[config.mk]
export PLATFORM = sky130hd
export DESIGN_NAME = uart_tx_arbiter
export DESIGN_NICKNAME = d
export VERILOG_FILES = /design/src/rtl/uart_pkg.sv /design/src/rtl/uart_rr_pick.sv /design/src/rtl/uart_tx_arbiter.sv
export SDC_FILE = /design/constraint.sdc
export NUM_CORES = 1
export LEC_CHECK = 0
export BUFFER_PORTS_ARGS = -buffer_cell sky130_fd_sc_hd__clkbuf_2
export CORE_MARGIN = 4
export CORE_UTILIZATION = 45
export CTS_CLUSTER_DIAMETER = 150
export DETAILED_ROUTE_END_ITERATION = 10
export GPL_TIMING_DRIVEN = 0
export PLACE_DENSITY = 0.78
export SLEW_MARGIN = 15
export SYNTH_ARGS = -nofsm -noshare
export SYNTH_HDL_FRONTEND = slang
export SYNTH_SLANG_ARGS = --single-unit
export TNS_END_PERCENT = 30
[constraint.sdc]
create_clock -name clk_i -period 1.76 [get_ports clk_i]
set_clock_uncertainty 0.05 [all_clocks]
set_input_delay 0.088 -clock clk_i [delete_from_list [all_inputs] [get_ports clk_i]]
set_output_delay 0.088 -clock clk_i [all_outputs]
set_load 0.01 [all_outputs]
[src/rtl/uart_pkg.sv]
// rtl/uart_pkg.sv - shared UART subsystem types and defaults
package uart_pkg;

    localparam int uart_data_bits_gp   = 8;
    localparam int uart_clk_per_bit_gp = 10416;

    typedef enum logic [1:0] {
        IDLE = 2'd0,
        SEND = 2'd1,
        WAIT = 2'd2
    } uart_tx_arb_state_e;

endpackage

[src/rtl/uart_rr_pick.sv]
// rtl/uart_rr_pick.sv - combinational one-hot round-robin picker
module uart_rr_pick #(
    parameter int width_p = 4
) (
    input  logic [width_p-1:0]         req_i,
    input  logic [$clog2(width_p)-1:0] ptr_i,
    output logic [width_p-1:0]         grant_o,
    output logic                       v_o
);

    localparam int dbl_lp = 2 * width_p;

    logic [dbl_lp-1:0] dbl_req;
    logic [dbl_lp-1:0] ptr_mask;
    logic [dbl_lp-1:0] masked;
    logic [dbl_lp-1:0] lowest;

    // The upper copy always keeps every request, so wrap-around is covered
    // by the lowest set bit of the masked double vector.
    assign dbl_req  = {req_i, req_i};
    assign ptr_mask = {dbl_lp{1'b1}} << ptr_i;
    assign masked   = dbl_req & ptr_mask;
    assign lowest   = masked & (~masked + dbl_lp'(1));
    assign grant_o  = lowest[width_p-1:0] | lowest[dbl_lp-1:width_p];
    assign v_o      = |req_i;

endmodule

[src/rtl/uart_tx_arbiter.sv]
// rtl/uart_tx_arbiter.sv - message-granular round-robin arbiter in front of uart_tx
module uart_tx_arbiter
    import uart_pkg::*;
#(
    parameter int num_req_p   = 4,
    parameter int data_bits_p = uart_data_bits_gp,
    parameter int max_burst_p = 16
) (
    input  logic                             clk_i,
    input  logic                             reset_i,
    input  logic [num_req_p-1:0]             req_v_i,
    input  logic [num_req_p*data_bits_p-1:0] req_data_i,
    input  logic [num_req_p-1:0]             req_last_i,
    output logic [num_req_p-1:0]             req_yumi_o,
    output logic                             tx_v_o,
    output logic [data_bits_p-1:0]           tx_data_o,
    input  logic                             tx_done_i,
    output logic [num_req_p-1:0]             grant_o,
    output logic                             busy_o
);

    localparam int ptr_w_lp = $clog2(num_req_p);
    localparam int cnt_w_lp = $clog2(max_burst_p + 1);
    localparam logic [cnt_w_lp-1:0] burst_max_lp = cnt_w_lp'(max_burst_p);
    localparam logic [ptr_w_lp-1:0] ptr_last_lp  = ptr_w_lp'(num_req_p - 1);

    uart_tx_arb_state_e  state_r;
    logic [ptr_w_lp-1:0] rr_ptr_r;
    logic [ptr_w_lp-1:0] owner_r;
    logic [ptr_w_lp-1:0] pick_idx;
    logic [cnt_w_lp-1:0] burst_cnt_r;
    logic                last_r;
    logic [num_req_p-1:0] pick_grant;
    logic                pick_v;
    logic                send_fire;

    uart_rr_pick #(
        .width_p (num_req_p)
    ) picker (
        .req_i   (req_v_i),
        .ptr_i   (rr_ptr_r),
        .grant_o (pick_grant),
        .v_o     (pick_v)
    );

    always_comb begin
        pick_idx = '0;
        for (int i = 0; i < num_req_p; i++) begin
            if (pick_grant[i]) pick_idx = ptr_w_lp'(i);
        end
    end

    // Byte issue is a same-cycle handshake with the owner's valid.
    assign send_fire  = (state_r == SEND) && req_v_i[owner_r];
    assign tx_v_o     = send_fire;
    assign tx_data_o  = send_fire ? req_data_i[owner_r*data_bits_p +: data_bits_p] : '0;
    assign req_yumi_o = send_fire ? grant_o : '0;
    assign busy_o     = (state_r != IDLE);

    always_ff @(posedge clk_i) begin
        if (reset_i) begin
            state_r     <= IDLE;
            rr_ptr_r    <= '0;
            owner_r     <= '0;
            burst_cnt_r <= '0;
            last_r      <= 1'b0;
            grant_o     <= '0;
        end else begin
            unique case (state_r)
                IDLE: begin
                    if (pick_v) begin
                        grant_o     <= pick_grant;
                        owner_r     <= pick_idx;
                        burst_cnt_r <= '0;
                        state_r     <= SEND;
                    end
                end
                SEND: begin
                    if (send_fire) begin
                        last_r      <= req_last_i[owner_r];
                        burst_cnt_r <= burst_cnt_r + 1'b1;
                        state_r     <= WAIT;
                    end
                end
                WAIT: begin
                    if (tx_done_i) begin
                        if (last_r || (burst_cnt_r == burst_max_lp)) begin
                            grant_o  <= '0;
                            rr_ptr_r <= (owner_r == ptr_last_lp) ? '0 : owner_r + 1'b1;
                            state_r  <= IDLE;
                        end else begin
                            state_r  <= SEND;
                        end
                    end
                end
                default: state_r <= IDLE;
            endcase
        end
    end

endmodule

Yosys cells after proc, flatten, opt, wreduce, memory -nomap -nowiden. Cells that the tools add are included.

Mux-type cells: 22. Reduce and logical (&&, ||, !) cells: 13. Shifts and indexed selects: 2. Bitwise operators: 4. $lt $le $gt $ge: 1. Equality and inequality tests: 8. Add/subtract/negate cells: 3.

Operators by type and width (count): indexed part select 32 x 6 -> 8 bit (1); AND 8 bit (2); 2-to-1 mux 4 bit (4); 2-to-1 mux 2 bit (6); 2-to-1 mux 5 bit (2); one-hot mux 5 bit (2 select lines) (1); AND reduction 3 bit (3); adder 8 x 1 -> 8 bit, second input constant (1); 2-to-1 mux 8 bit (1); inequality test 2 bit, second input constant (4); inverter 8 bit (1); one-hot mux 4 bit (2 select lines) (1); << shifter 8 x 2 -> 8 bit, first input constant (1); one-hot mux 2 bit (3 select lines) (1); nonzero test 2 bit (3); adder 5 x 1 -> 5 bit, second input constant (1); == test 5 bit, second input constant (1); binary-select mux 1 bit (select 2 bit) (2); == test 2 bit, second input constant (2); 2-to-1 mux 1 bit (4); OR 4 bit (1); AND reduction 2 bit (2); AND reduction 4 bit (1); OR reduction 4 bit (1); 6 further kinds (6).

Output and inout bits: 18. Word-level logic and storage cells: 59. Flip-flop bits (word level): 16. Input port bits: 43.

Longest topological paths before layout. Gate-level depths: netlist of run 1.

Depth after elaboration: 9. Mapped depth: 6. Depth with buffers taken out: 6.

Modules after synthesis. A second synthesis of run 1 with hierarchy kept.

Cell total of the unflattened synthesis: 133. Area, all modules: 1196.1 sq um.

By module, submodules not included: uart_tx_arbiter (cells an instance 114, sequential area each 320.3 sq um, instances 1, area an instance 1078.5 sq um); uart_rr_pick (cells an instance 19, sequential area each 0.0 sq um, instances 1, area an instance 117.6 sq um).

Worst setup path before layout of run 1. OpenSTA, ideal clock, no wires.

Path kind: register -> output. Start: register owner_r[0]. End: output tx_data_o[0]. Buffers on the path: 1. Arrival time: 1.430 ns. Path slack: 0.192 ns. Stages on the path, launching flop included: 4. Data required time: 1.622 ns. Cells stage by stage: dfxtp_1 buf_2 mux4_1 and3_1.

Cells in the longest elaborated chain, start to end: 4. Elaborated cells on any way between the ends: 5. Classes of those cells: shift (1); mux (3); reduce/logical (1).

RTL lines: start, declared (RTL line uart_tx_arbiter.sv:29) `logic [ptr_w_lp-1:0] owner_r;`; start signal, assigned (RTL line uart_tx_arbiter.sv:73) `owner_r <= pick_idx;`; branches (longest 3 deep; another with indexed part select 32 x 6 -> 8 bit); 2-to-1 mux 8 bit (*) (RTL line uart_tx_arbiter.sv:56) `assign tx_data_o = send_fire ? req_data_i[owner_r*data_bits_p +: data_bits_p] : '0;`; end, declared (RTL line uart_tx_arbiter.sv:16) `output logic [data_bits_p-1:0] tx_data_o,`.

Mark *: on every way between the ends. The select of a mux whose other input is x is not followed.

Final worst setup path of run 1.
Start: register owner_r[0]. End: output req_yumi_o[2].

Cells in the longest elaborated chain, start to end: 4.

RTL lines: binary-select mux 1 bit (select 2 bit) (RTL line uart_tx_arbiter.sv:54) `assign send_fire = (state_r == SEND) && req_v_i[owner_r];`; 2-to-1 mux 1 bit (implied by the code) (RTL line uart_tx_arbiter.sv:54); logical AND 1 bit (RTL line uart_tx_arbiter.sv:54); 2-to-1 mux 4 bit (RTL line uart_tx_arbiter.sv:57) `assign req_yumi_o = send_fire ? grant_o : '0;`; end, declared (RTL line uart_tx_arbiter.sv:14) `output logic [num_req_p-1:0] req_yumi_o,`.

Every way passes these cells. The select of a mux whose other input is x is not followed.

==> out/metrics.cfg, run 1 <==
[status]
status = finished, violations left
violations = negative setup slack

[clock_tree]
cts_tree = done
clk_latency_ps = 290
path_clk_slew_ps = 90
htreeDepth = 1
cts_buffer_depth = 2
postCtsHoldBufs = 0
cts_root_buf = clkbuf_4
cts_made_buffers = 3
cts_num_sinks = 16

[yosys]
syn_avg_cell_area_um2 = 9.586
synth_ff_type = dfxtp_1
synth_edf_count = 0
synth-seq-cells = 16
ys_warn_count = 0
async_flop_share_pct = 0
syn_area_um2 = 1160
synth_cell_types = 38
syn_inst = 121
synth_nets = 167
yosysSeqAreaShare_pct = 27.62

[die]
die_y_um = 58.77
fp.dieW_um = 58.77
core_um2 = 2477
die_area_um2 = 3454
pin_count = 61
initial_core_util_pct = 46.82
core.rowCount = 18

[min_path]
min_from = reset_i
hold_path_class = input port to flip-flop
min_path_cells = 2
worstHoldEndpoint = grant_o[3]$_SDFFE_PP0P_

[route]
wl_per_cell_um = 14.52
vias = 1226
drt_iter0_drc = 54
drt_wl_total_um = 3151
drtPass1Iterations = 4
antenna_left = 0
route.detailed.drc = 0
viasPerCell = 5.650

[layout]
num-fill-cells = 232
diodes = 0
final_common_cell = clkbuf_2
layout-drive-gt1-share_pct = 47.59
area_growth_syn_to_layout_pct = 34.95
final_nets = 235
final_cell_mix = clkbuf_2, dfxtp_1, and3_1

[setup_path]
arrival_ps = 1720
r2r-start = owner_r[0]$_SDFFE_PP0P_
r2r_end = burst_cnt_r[2]$_SDFFE_PP0P_
r2r_setup_slack_ps = 120
cp_max_fo = 10
worstSetupStartpointType = flip-flop
worstSetupPathType = flip-flop to primary output
crit_chain = mux4_2 -> buf_6 -> and3_1 -> clkbuf_2
max_stage_delay_ps = 600
critPathRequiredTime_ps = 1620
critical_path.slowest_cell = mux4_2
endpoint_kind = primary output
r2r_cells = 5
startpoint = owner_r[0]$_SDFFE_PP0P_

[sta]
setup_tns_ps = -965.2
max_slew_margin_pct = 68.69
final.min_clock_period_ps = 1860
slew_violations = 0
hold_viol = 0
timing.final.ws_setup_ps = -99.57
tightestPinTransition_ps = 469.7
rsz0062_at_grt = true
final.period_utilization_pct = 105.7
holdWs_ps = 18.76
setup_viol = 11
timing.fmax_mhz = 537.8

[placement]
gp_congestion = 0.8611
numPortBuffers = 60
dp_hpwl_um = 2617

[power]
comb_power_share_pct = 42.7
p_leak_uw = 0.0007712
p_switching_uw = 353.5
p_clk_share_pct = 18.1
p_per_area_nw_per_um2 = 672.0
p_seq_share_pct = 39.2
vdd_drop_max_mv = 0.4544
swShare_pct = 33.61
p_int_uw = 698.3

[grt]
overflow = 0
antenna_found_initial = 0
grt_max_degree = 11
grt_pass1_wl_um = 5478
track_usage_pct = 20.68
grt_pass1_vias = 1220

[run]
drv_cap = 0

-- cell usage after synthesis, types with 2 or more instances --
cell type / number / area (um2)
a21oi_1: 4 / 20.02
a21oi_2: 2 / 17.52
a311oi_1: 2 / 17.52
and3_1: 14 / 87.58
clkbuf_1: 3 / 11.26
dfxtp_1: 16 / 320.3
ha_1: 3 / 37.54
inv_1: 3 / 11.26
inv_2: 2 / 7.510
mux2i_1: 2 / 20.02
mux4_1: 2 / 52.55
mux4_2: 8 / 180.2
nand2_1: 4 / 15.01
nand2b_1: 5 / 31.28
nand3_1: 8 / 40.04
nor2_1: 13 / 48.80
nor2b_1: 3 / 18.77
o221ai_1: 3 / 26.28
o32ai_1: 3 / 26.28
xor2_1: 3 / 26.28
-- registers in the layout, summed over array words and instances, names as in the netlist --
name         count
owner_r          2
last_r           1
rr_ptr_r         2
state_r          2
burst_cnt_r      5
grant_o          4
-- routing by layer --
layer | wire length (um) | global-route usage, % | vias up
met3 | 150 | 3.509 | 9
met5 | 0 | 0 | -
met4 | 76 | 9.061 | 0
met1 | 1254 | 24.15 | 575
met2 | 1669 | 36.75 | 46
li1 | - | - | 596
-- stage by stage --
| step | utilization (%) | cell area, um2 | cells | total power, uW | setup slack [ps] |
|---|---|---|---|---|---|
| after detailed placement | 60.45 | 1498 | 211 | 840.8 | -24.43 |
| after global routing | 63.18 | 1565 | 217 | 1133 | -172.1 |
| final | 63.18 | 1565 | 217 | 1052 | -99.57 |
| after CTS | 62.88 | 1558 | 217 | 1055 | -91.99 |
| after global placement | 60.45 | 1498 | 211 | 826.5 | 10.19 |
| after floorplan | - | 1160 | 121 | 698.4 | 191.9 |
-- worst max path at each step --
stage | end | slack, ps | cells after the start
detailed placement | tx_data_o[0] | -20 | 4
global placement | tx_data_o[0] | 10 | 4
finish | req_yumi_o[2] | -100 | 4
CTS | req_yumi_o[2] | -90 | 4
floorplan | tx_data_o[0] | 190 | 3
global route | tx_data_o[6] | -170 | 4
-- power by group through the flow --
stage               combinational [uW]  sequential [uW]  clock (uW)
finish                             449              413         190
CTS                                450              412         193
floorplan                          282              416           0
global route                       498              419         217
global placement                   409              417           0
detailed placement                 422              419           0
-- kinds of logic (layout without fill, tap and decap cells) --
family	after synthesis	in the layout	share of synthesized area, %
compound gates	20	20	13.49
mux	12	12	21.79
xor+xnor	4	4	3.021
simple gates	55	55	26.43
buf+inv	11	77	4.422
fa+ha+maj	3	3	3.237
flops	16	16	27.62
-- what timing repair did --
item / 4_1_cts / 5_1_grt
resized for setup: 6 / 4
setup buffers: 3 / 0
endpoints found under the hold margin: 0 / 0
setup endpoints to repair: 13 / 16
-- worst max-delay path, delay by kind of cell, from the launching register on --
family / cells / cell delay, ps
buf+inv: 2 / 300
flops: 1 / 390
mux: 1 / 600
simple gates: 1 / 150
-- final cells by class --
cell class                      count  area [um2]  area share, %
Tap cell                           30       37.54          2.398
Inverter                            5       18.77          1.199
Buffer                              6       45.04          2.878
Timing Repair Buffer               63       322.8          20.62
Multi-Input combinational cell     94       794.5          50.76
Clock buffer                        3       22.52          1.439
Sequential cell                    16       324.1          20.70
Note: power is estimated with default switching activity, not from simulation.
==> run 2, diff against run 1 <==
Settings changed: CORE_UTILIZATION 45 to 40, PLACE_DENSITY 0.78 to 0.73.
Clock period 1.76 ns to 1.51 ns, I/O delays scaled along.
==> run 2 against run 1 <==
  * The flow still finishes with violations (negative setup slack)
  * Utilization fell by 4.3 points
  * Via count increased by 0.65%
  * Critical path type unchanged
  * Combinational power increased by 24%
  * Register-to-register slack lost 340 ps
  * Largest power group unchanged
  * Highest routed layer unchanged
==> out/metrics.cfg, run 2 (synthesized netlist as in run 1, its figures left out) <==
[die]
die_area_um2 = 3825
fp.dieW_um = 61.85
core_um2 = 2758
initial_core_util_pct = 42.06
die_y_um = 61.85
core.rowCount = 19
pin_count = 61

[sta]
final.period_utilization_pct = 121.3
rsz0062_at_grt = true
max_slew_margin_pct = 68.16
setup_viol = 19
timing.final.ws_setup_ps = -322.1
final.min_clock_period_ps = 1832
slew_violations = 0
holdWs_ps = 10.89
timing.fmax_mhz = 545.8
tightestPinTransition_ps = 477.6
hold_viol = 0

[layout]
final_common_cell = clkbuf_2
largest_reg_flops = 5
final_nets = 238
diodes = 0
regMostFlops = burst_cnt_r
final_cell_mix = clkbuf_2, and3_1, dfxtp_1
top_regs = burst_cnt_r x5, grant_o x4
layout-drive-gt1-share_pct = 51.83
area_growth_syn_to_layout_pct = 39.91
finalNonFillerCells = 222
postLayoutCoreUtil_pct = 58.85

[status]
status = finished, violations left
violations = negative setup slack

[route]
wl_per_cell_um = 15.23
route.detailed.drc = 0
vias = 1234
antenna_left = 0
drtPass1Iterations = 4
viasPerCell = 5.559
drt_wl_total_um = 3380
drt_iter0_drc = 48

[grt]
grt_pass1_vias = 1245
overflow = 0
grt_max_degree = 11
track_usage_pct = 19.77
grt_pass1_wl_um = 5547
antenna_found_initial = 0

[clock_tree]
cts_tree = done
cts_buffer_depth = 2
postCtsHoldBufs = 0
path_clk_slew_ps = 100
cts_made_buffers = 3
cts_root_buf = clkbuf_4
cts_num_sinks = 16
htreeDepth = 1
clk_latency_ps = 290

[power]
p_per_area_nw_per_um2 = 824.3
p_clk_share_pct = 21.9
p_seq_share_pct = 36.3
comb_power_share_pct = 41.8
vdd_drop_max_mv = 0.4499
p_leak_uw = 0.0007907
p_int_uw = 893.8
p_switching_uw = 443.8
swShare_pct = 33.18

[setup_path]
critical_path.slowest_cell = mux4_2
worstSetupPathType = flip-flop to primary output
cp_max_fo = 10
crit_chain = mux4_2 -> buf_6 -> and3_1 -> clkbuf_2
arrival_ps = 1710
endpoint_kind = primary output
critPathRequiredTime_ps = 1380
max_stage_delay_ps = 580
worstSetupStartpointType = flip-flop

[min_path]
hold_path_class = input port to flip-flop

[run]
drv_cap = 0

[placement]
dp_hpwl_um = 2667
numPortBuffers = 60
gp_congestion = 0.8802
dp_cells = 212

[run 2: power groups by stage]
stage / Combinational (uW) / Clock, uW / Sequential (uW)
after global routing: 616 / 318 / 491
final: 559 / 293 / 486
after detailed placement: 497 / 0 / 490
after CTS: 550 / 290 / 483
after global placement: 483 / 0 / 487
after floorplan: 332 / 0 / 485
[run 2: worst max-delay path, delay by kind of cell (launching register included)]
family | cells | cell delay, ps
mux | 1 | 580
buf+inv | 2 | 300
simple gates | 1 | 140
flops | 1 | 390
[run 2: final timing paths]
| kind | from | to | slack (ps) | depth (start not counted) |
|---|---|---|---|---|
| min reg2reg | burst_cnt_r[1]$_SDFFE_PP0P_ | burst_cnt_r[1]$_SDFFE_PP0P_ | 460 | 2 |
| max reg2reg | owner_r[0]$_SDFFE_PP0P_ | burst_cnt_r[2]$_SDFFE_PP0P_ | -220 | 6 |
| max | owner_r[0]$_SDFFE_PP0P_ | tx_data_o[7] | -320 | 4 |
| min | reset_i | grant_o[2]$_SDFFE_PP0P_ | 10 | 2 |
[run 2: layout make-up]
type                       count  area, um2
timing repair buffer          66      345.3
clock buffer                   4      36.28
sequential                    16      326.6
fill                         245       1135
buffer                         6      50.05
tap                           31      38.79
multi-input combinational     94      807.0
inverter                       5      18.77
[run 2: metrics by stage]
step	TNS, ps	instance area [um2]	setup WS [ps]	total power (uW)
floorplan	0	1162	26.24	816.8
global placement	-1817	1501	-150.3	969.8
detailed placement	-2325	1501	-217.3	986.7
CTS	-4676	1608	-323.3	1323
global route	-5962	1623	-376.3	1425
finish	-4614	1623	-322.1	1338
[run 2: per-layer routing]
metal,vias up,wire length (um),global-route usage (%)
met5,-,0,0
met4,0,125,9.091
met3,15,163,2.686
met2,38,1766,34.98
met1,577,1325,23.57
li1,604,-,-
[run 2: what timing repair did]
| action | 4_1_cts | 5_1_grt |
|---|---|---|
| endpoints found under the hold margin | 0 | 0 |
| pin swaps | 1 | 2 |
| buffers inserted | 5 | 1 |
| gates resized for setup | 10 | 6 |
| setup endpoints to repair | 24 | 27 |
